**config.mk**
```make
export PLATFORM = sky130hd
export DESIGN_NAME = execute_cycle
export DESIGN_NICKNAME = d
export VERILOG_FILES = /design/src/rtl/riscv_pkg.sv /design/src/rtl/alu.sv /design/src/rtl/execute_cycle.sv
export SDC_FILE = /design/constraint.sdc
export NUM_CORES = 1
export LEC_CHECK = 0
export CORE_MARGIN = 4
export CORE_UTILIZATION = 30
export CTS_BUF_LIST = sky130_fd_sc_hd__clkbuf_4
export DETAILED_ROUTE_END_ITERATION = 8
export PLACE_DENSITY_LB_ADDON = 0.3
export SYNTH_ARGS = -nofsm -noshare
export SYNTH_HDL_FRONTEND = slang
export SYNTH_SLANG_ARGS = --single-unit
```
**constraint.sdc**
```tcl
create_clock -name clk -period 6.9 [get_ports clk]
set_input_delay 1.38 -clock clk [delete_from_list [all_inputs] [get_ports clk]]
set_output_delay 1.38 -clock clk [all_outputs]
set_load 0.05 [all_outputs]
```
**src/rtl/riscv_pkg.sv**
```systemverilog
// Shared RISC-V pipeline definitions: ALU opcodes, forwarding selects and the
// EX/MEM register layout used by the execute stage.
package riscv_pkg;

    localparam logic [2:0] ALU_ADD = 3'b000;
    localparam logic [2:0] ALU_SUB = 3'b001;
    localparam logic [2:0] ALU_AND = 3'b010;
    localparam logic [2:0] ALU_OR  = 3'b011;
    localparam logic [2:0] ALU_SLT = 3'b101;

    localparam logic [1:0] FWD_RF  = 2'b00;
    localparam logic [1:0] FWD_WB  = 2'b01;
    localparam logic [1:0] FWD_MEM = 2'b10;

    typedef struct packed {
        logic        reg_write;
        logic        mem_write;
        logic        result_src;
        logic [4:0]  rd;
        logic [31:0] alu_result;
        logic [31:0] write_data;
        logic [31:0] pc_plus;
    } exmem_t;

    // Select 11 is unused by the hazard unit and falls back to the register file.
    function automatic logic [31:0] fwd_mux(input logic [1:0]  sel,
                                            input logic [31:0] rf_val,
                                            input logic [31:0] wb_val,
                                            input logic [31:0] mem_val);
        logic [31:0] y;
        case (sel)
            FWD_WB:  y = wb_val;
            FWD_MEM: y = mem_val;
            default: y = rf_val;
        endcase
        return y;
    endfunction

endpackage

```
**src/rtl/alu.sv**
```systemverilog
// 32-bit integer ALU: add, sub, and, or, signed set-less-than; other codes give 0.
module alu
    import riscv_pkg::*;
(
    input  logic [31:0] A,
    input  logic [31:0] B,
    input  logic [2:0]  ALUControl,
    output logic [31:0] Result,
    output logic        Zero
);

    always_comb begin
        Result = 32'd0;
        case (ALUControl)
            ALU_ADD: Result = A + B;
            ALU_SUB: Result = A - B;
            ALU_AND: Result = A & B;
            ALU_OR:  Result = A | B;
            // Direct signed compare, so a wrapping A-B cannot flip the answer.
            ALU_SLT: Result = ($signed(A) < $signed(B)) ? 32'd1 : 32'd0;
            default: Result = 32'd0;
        endcase
    end

    assign Zero = (Result == 32'd0);

endmodule

```
**src/rtl/execute_cycle.sv**
```systemverilog
// Execute stage: operand forwarding, ALU, branch decision/target, and the
// EX/MEM pipeline register with stall (hold) and flush (drop writes).
module execute_cycle
    import riscv_pkg::*;
(
    input  logic        clk,
    input  logic        rst,
    input  logic        RegWriteE,
    input  logic        ALU_SrcE,
    input  logic        MemWriteE,
    input  logic        ResultSrcE,
    input  logic        BranchE,
    input  logic [2:0]  ALUControlE,
    input  logic [31:0] RD1_E,
    input  logic [31:0] RD2_E,
    input  logic [31:0] Imm_Ext_E,
    input  logic [31:0] PCE,
    input  logic [31:0] PCPlusE,
    input  logic [4:0]  RD_E,
    input  logic [1:0]  ForwardAE,
    input  logic [1:0]  ForwardBE,
    input  logic [31:0] ResultW,
    input  logic        StallM,
    input  logic        FlushM,
    output logic        PCSrcE,
    output logic [31:0] PCTargetE,
    output logic        RegWriteM,
    output logic        MemWriteM,
    output logic        ResultSrcM,
    output logic [4:0]  RD_M,
    output logic [31:0] ALUResultM,
    output logic [31:0] WriteDataM,
    output logic [31:0] PCPlusM
);

    exmem_t      exmem_d, exmem_q;
    logic [31:0] src_a_e, src_b_e, write_data_e, alu_result_e;
    logic        zero_e;

    // MEM forwarding uses the registered result, i.e. the previous instruction.
    assign src_a_e      = fwd_mux(ForwardAE, RD1_E, ResultW, exmem_q.alu_result);
    assign write_data_e = fwd_mux(ForwardBE, RD2_E, ResultW, exmem_q.alu_result);
    assign src_b_e      = ALU_SrcE ? Imm_Ext_E : write_data_e;

    alu u_alu (
        .A          (src_a_e),
        .B          (src_b_e),
        .ALUControl (ALUControlE),
        .Result     (alu_result_e),
        .Zero       (zero_e)
    );

    assign PCSrcE    = BranchE & zero_e;
    assign PCTargetE = PCE + Imm_Ext_E;

    // Flush overrides stall only for the write enables; the payload still
    // follows the stall/capture rule.
    always_comb begin
        exmem_d = exmem_q;
        if (!StallM) begin
            exmem_d.reg_write  = RegWriteE;
            exmem_d.mem_write  = MemWriteE;
            exmem_d.result_src = ResultSrcE;
            exmem_d.rd         = RD_E;
            exmem_d.alu_result = alu_result_e;
            exmem_d.write_data = write_data_e;
            exmem_d.pc_plus    = PCPlusE;
        end
        if (FlushM) begin
            exmem_d.reg_write = 1'b0;
            exmem_d.mem_write = 1'b0;
        end
    end

    always_ff @(posedge clk or negedge rst) begin
        if (!rst) begin
            exmem_q <= '0;
        end else begin
            exmem_q <= exmem_d;
        end
    end

    assign RegWriteM  = exmem_q.reg_write;
    assign MemWriteM  = exmem_q.mem_write;
    assign ResultSrcM = exmem_q.result_src;
    assign RD_M       = exmem_q.rd;
    assign ALUResultM = exmem_q.alu_result;
    assign WriteDataM = exmem_q.write_data;
    assign PCPlusM    = exmem_q.pc_plus;

endmodule

```
==> impl_metrics.yaml <==
routing:
  drt_iter0_markers: 1077
  drt_wl_total_um: 60900
  dr.pass1.iters: 5
  ant_nets: 0
  drc: 0
  vias: 15000
  viasPerCell: 5.29
  avgRoutedWirePerCell_um: 21.5
min_path:
  hold_depth: 2
  hold-path-endpoint: "WriteDataM[22]$_DFFE_PN0N_"
  min_from: "WriteDataM[22]$_DFFE_PN0N_"
  hold_class: "reg -> reg"
synth:
  netlist.area_leader.share_pct: 21.3
  netlist_top_cells_count: "175 x nand2_1, 149 x o21ai_0, 144 x ha_1"
  synthArstFlopShare_pct: 100
  yosys_warnings: 0
  synth-seq-cells: 104
  avgSynthCellArea_um2: 7.63
  yosys.area.top_type: "dfrtp_1"
  synth_edf_count: 0
  yosysMostFrequentCell: "nand2_1"
  synthTopCellsByArea: "dfrtp_1 21%, ha_1 15%, o21ai_0 6.1%, a21oi_1 5.5%, nand2_1 5.4%"
  synth-seq-area-share_pct: 21.3
  ys_types: 87
  synth_nets: 1960
  synth_area_um2: 12200
  synth_cells: 1600
  ys.flop_type: "dfrtp_1"
clock_network:
  htreeDepth: 3
  cts_hold_buf: 0
  clkLatencyLatePin_ns: 0.53
  cts_tree: "done"
  numCtsBuffers: 9
  cts.sinks: 104
  root_buffer: "clkbuf_4"
  clkTransAtPathRegs_ns: 0.19
  clk_path_buf_depth: 2
placed_design:
  place_ws_ns: -1.15
  hpwl_um: 49500
  portBuffers: 349
  gp_congestion: 0.965
  placed_cells: 2774
timing:
  tns_ns: -0.269
  max-slew-margin-rel_pct: 33.8
  setup_violations: 1
  fin_skew_ns: 0.0298
  rsz0062_at_grt: "yes"
  final_max_slew_viol_count: 0
  fmax_mhz: 139
  hold_violations: 0
  final.setup.worst_slack_ns: -0.269
  max_slew.worst_pin.slew_ns: 0.993
  period_needed_ns: 7.17
  fin_crit_sh_pct: 104
layout:
  finalNetCount: 2661
  fillers: 3866
  drive_gt1_share_pct: 31.2
  instances_no_fill: 2837
  syn2layout_area_growth_pct: 70.0
pwr:
  worst_ir_drop_vdd_mv: 0.156
  power_leakage_nw: 9.13
  pwr_density_cell_nw_per_um2: 189
global_routing:
  antenna_found_initial: 6
  grt_start_max_net_pins: 85
  grt_pass1_wl_um: 89000
  grt_overflow_total: 0
  first_global_vias: 14900
  grt_usage_pct: 25.8
worst_setup_path:
  path_max_fanout: 17
  path_class: "in -> out"
  crit_arrival_ns: 5.79
  reg2reg_slack_ns: 2.67
  required_ns: 5.52
  reg2reg_from: "ALUResultM[0]$_DFFE_PN0N_"
  cp-end-kind: "output pin"
  cp-start-kind: "input port"
  r2r-end: "ALUResultM[30]$_DFFE_PN0N_"
  r2r_cells: 20
floorplanning:
  start_util_pct: 30.5
  ioPinCount: 350
  dieWidth_um: 210
  core_area_um2: 40000
  dieArea_um2: 44000
  dieHeight_um: 210
  rows: 73
outcome:
  status: "finished, violations left"
  violations: "setup timing"
flow_run:
  cap_violations: 0
## per-layer routing
metal  vias to the layer above  track usage, %  wire length (µm)
met1                      7161            34.2             25700
met5                         -               0                41
met2                       580            41.1             27800
li1                       7178               -                 -
met3                        91            7.56              5580
met4                         6            6.93              1750
## cells by family (layout without fill, tap and decap cells)
kind of cell | after synthesis | after routing | synth area share (%)
and+or+nand+nor | 463 | 463 | 17.6
other | 0 | 6 | 0
DFF | 104 | 104 | 21.3
adders and majority gates | 147 | 147 | 15.3
buffers and inverters | 214 | 920 | 6.93
xor gates and xnor gates | 49 | 49 | 3.52
muxes | 59 | 59 | 5.48
AOI/OAI and AO/OA | 564 | 564 | 29.9
## power breakdown
part	internal [mW]	total, mW	switching (mW)
clock	0.0840	0.343	0.259
combinational	1.24	2.80	1.56
sequential	0.689	0.774	0.0852
## metrics by stage
step / instance area (µm²) / util, % / hold slack (ns) / power [mW]
2_1_floorplan: 12200 / - / 0.766 / 2.09
3_3_place_gp: 19100 / 47.6 / 0.470 / 3.28
3_5_place_dp: 19100 / 47.6 / 0.478 / 3.29
4_1_cts: 19600 / 48.9 / 0.522 / 3.71
5_1_grt: 20700 / 51.9 / 0.532 / 4.13
6_report: 20800 / 51.9 / 0.521 / 3.92
## how the worst max path moves through the flow
stage          slack [ns]      to         start
2_1_floorplan        0.02  PCSrcE  ForwardBE[0]
3_3_place_gp        -1.09  PCSrcE  ForwardBE[1]
3_5_place_dp        -1.15  PCSrcE  ForwardBE[0]
4_1_cts             -0.85  PCSrcE  ForwardBE[1]
5_1_grt             -0.41  PCSrcE  ForwardBE[0]
6_report            -0.27  PCSrcE  ForwardBE[0]
## critical path: stages
cell	delay [ns]
buf_8	0.09
inv_4	0.03
ha_4	0.17
buf_6	0.15
buf_12	0.16
a22oi_1	0.17
nor2_1	0.05
a21oi_1	0.21
o21ai_2	0.11
ha_1	0.32
buf_4	0.17
buf_4	0.16
nor3_2	0.20
nand4b_1	0.17
nor4_2	0.33
buf_4	0.18
o21ai_0	0.08
a21oi_1	0.24
buf_4	0.19
o211ai_1	0.16
nor4b_2	0.32
nand4_1	0.25
nor4_4	0.27
buf_12	0.18
## state kept, by name, summed over array words and instances, names as in the netlist
| signal | flops |
|---|---|
| PCPlusM | 32 |
| ResultSrcM | 1 |
| MemWriteM | 1 |
| RegWriteM | 1 |
| RD_M | 5 |
| WriteDataM | 32 |
| ALUResultM | 32 |
## final cells by class
type                            instances  area, µm²  area share (%)
Antenna cell                            6       15.0          0.0723
Clock buffer                            9       67.6           0.326
Clock inverter                          7       68.8           0.332
Inverter                              117        442            2.13
Multi-Input combinational cell       1282       9840            47.4
Sequential cell                       104       2600            12.5
Tap cell                              525        657            3.17
Timing Repair Buffer                  787       7060            34.0
## what timing repair did
action                                  4_1_cts  5_1_grt
pin swaps                                    13       66
endpoints found under the setup margin        1        2
gates resized for setup                      76      210
cloned                                        1        3
setup buffers                                 4       33
## placed cells by master (no fill, tap or decap), types with 11 or more instances in the layout
cell type,synthesis,layout
buf_4,2,423
clkdlybuf4s50_1,0,329
nand2_1,175,174
ha_1,144,121
nor2_1,125,116
inv_1,115,110
a21oi_1,133,105
dfrtp_1,104,104
o21ai_0,149,101
mux2_2,53,53
a22oi_1,65,44
xnor2_1,38,36
o21ai_1,5,30
nor3_1,35,28
a211oi_1,34,26
a21oi_2,1,24
a21o_1,23,23
a22oi_2,0,21
o211ai_1,21,21
o21ai_2,0,19
ha_4,0,19
nand4_1,17,17
o21a_1,17,16
nor2b_1,16,14
nand2b_1,18,14
nand3_1,15,14
buf_12,0,14
o21bai_1,13,12
xor2_1,11,11
No activity file was read; power rests on OpenSTA's default activity.
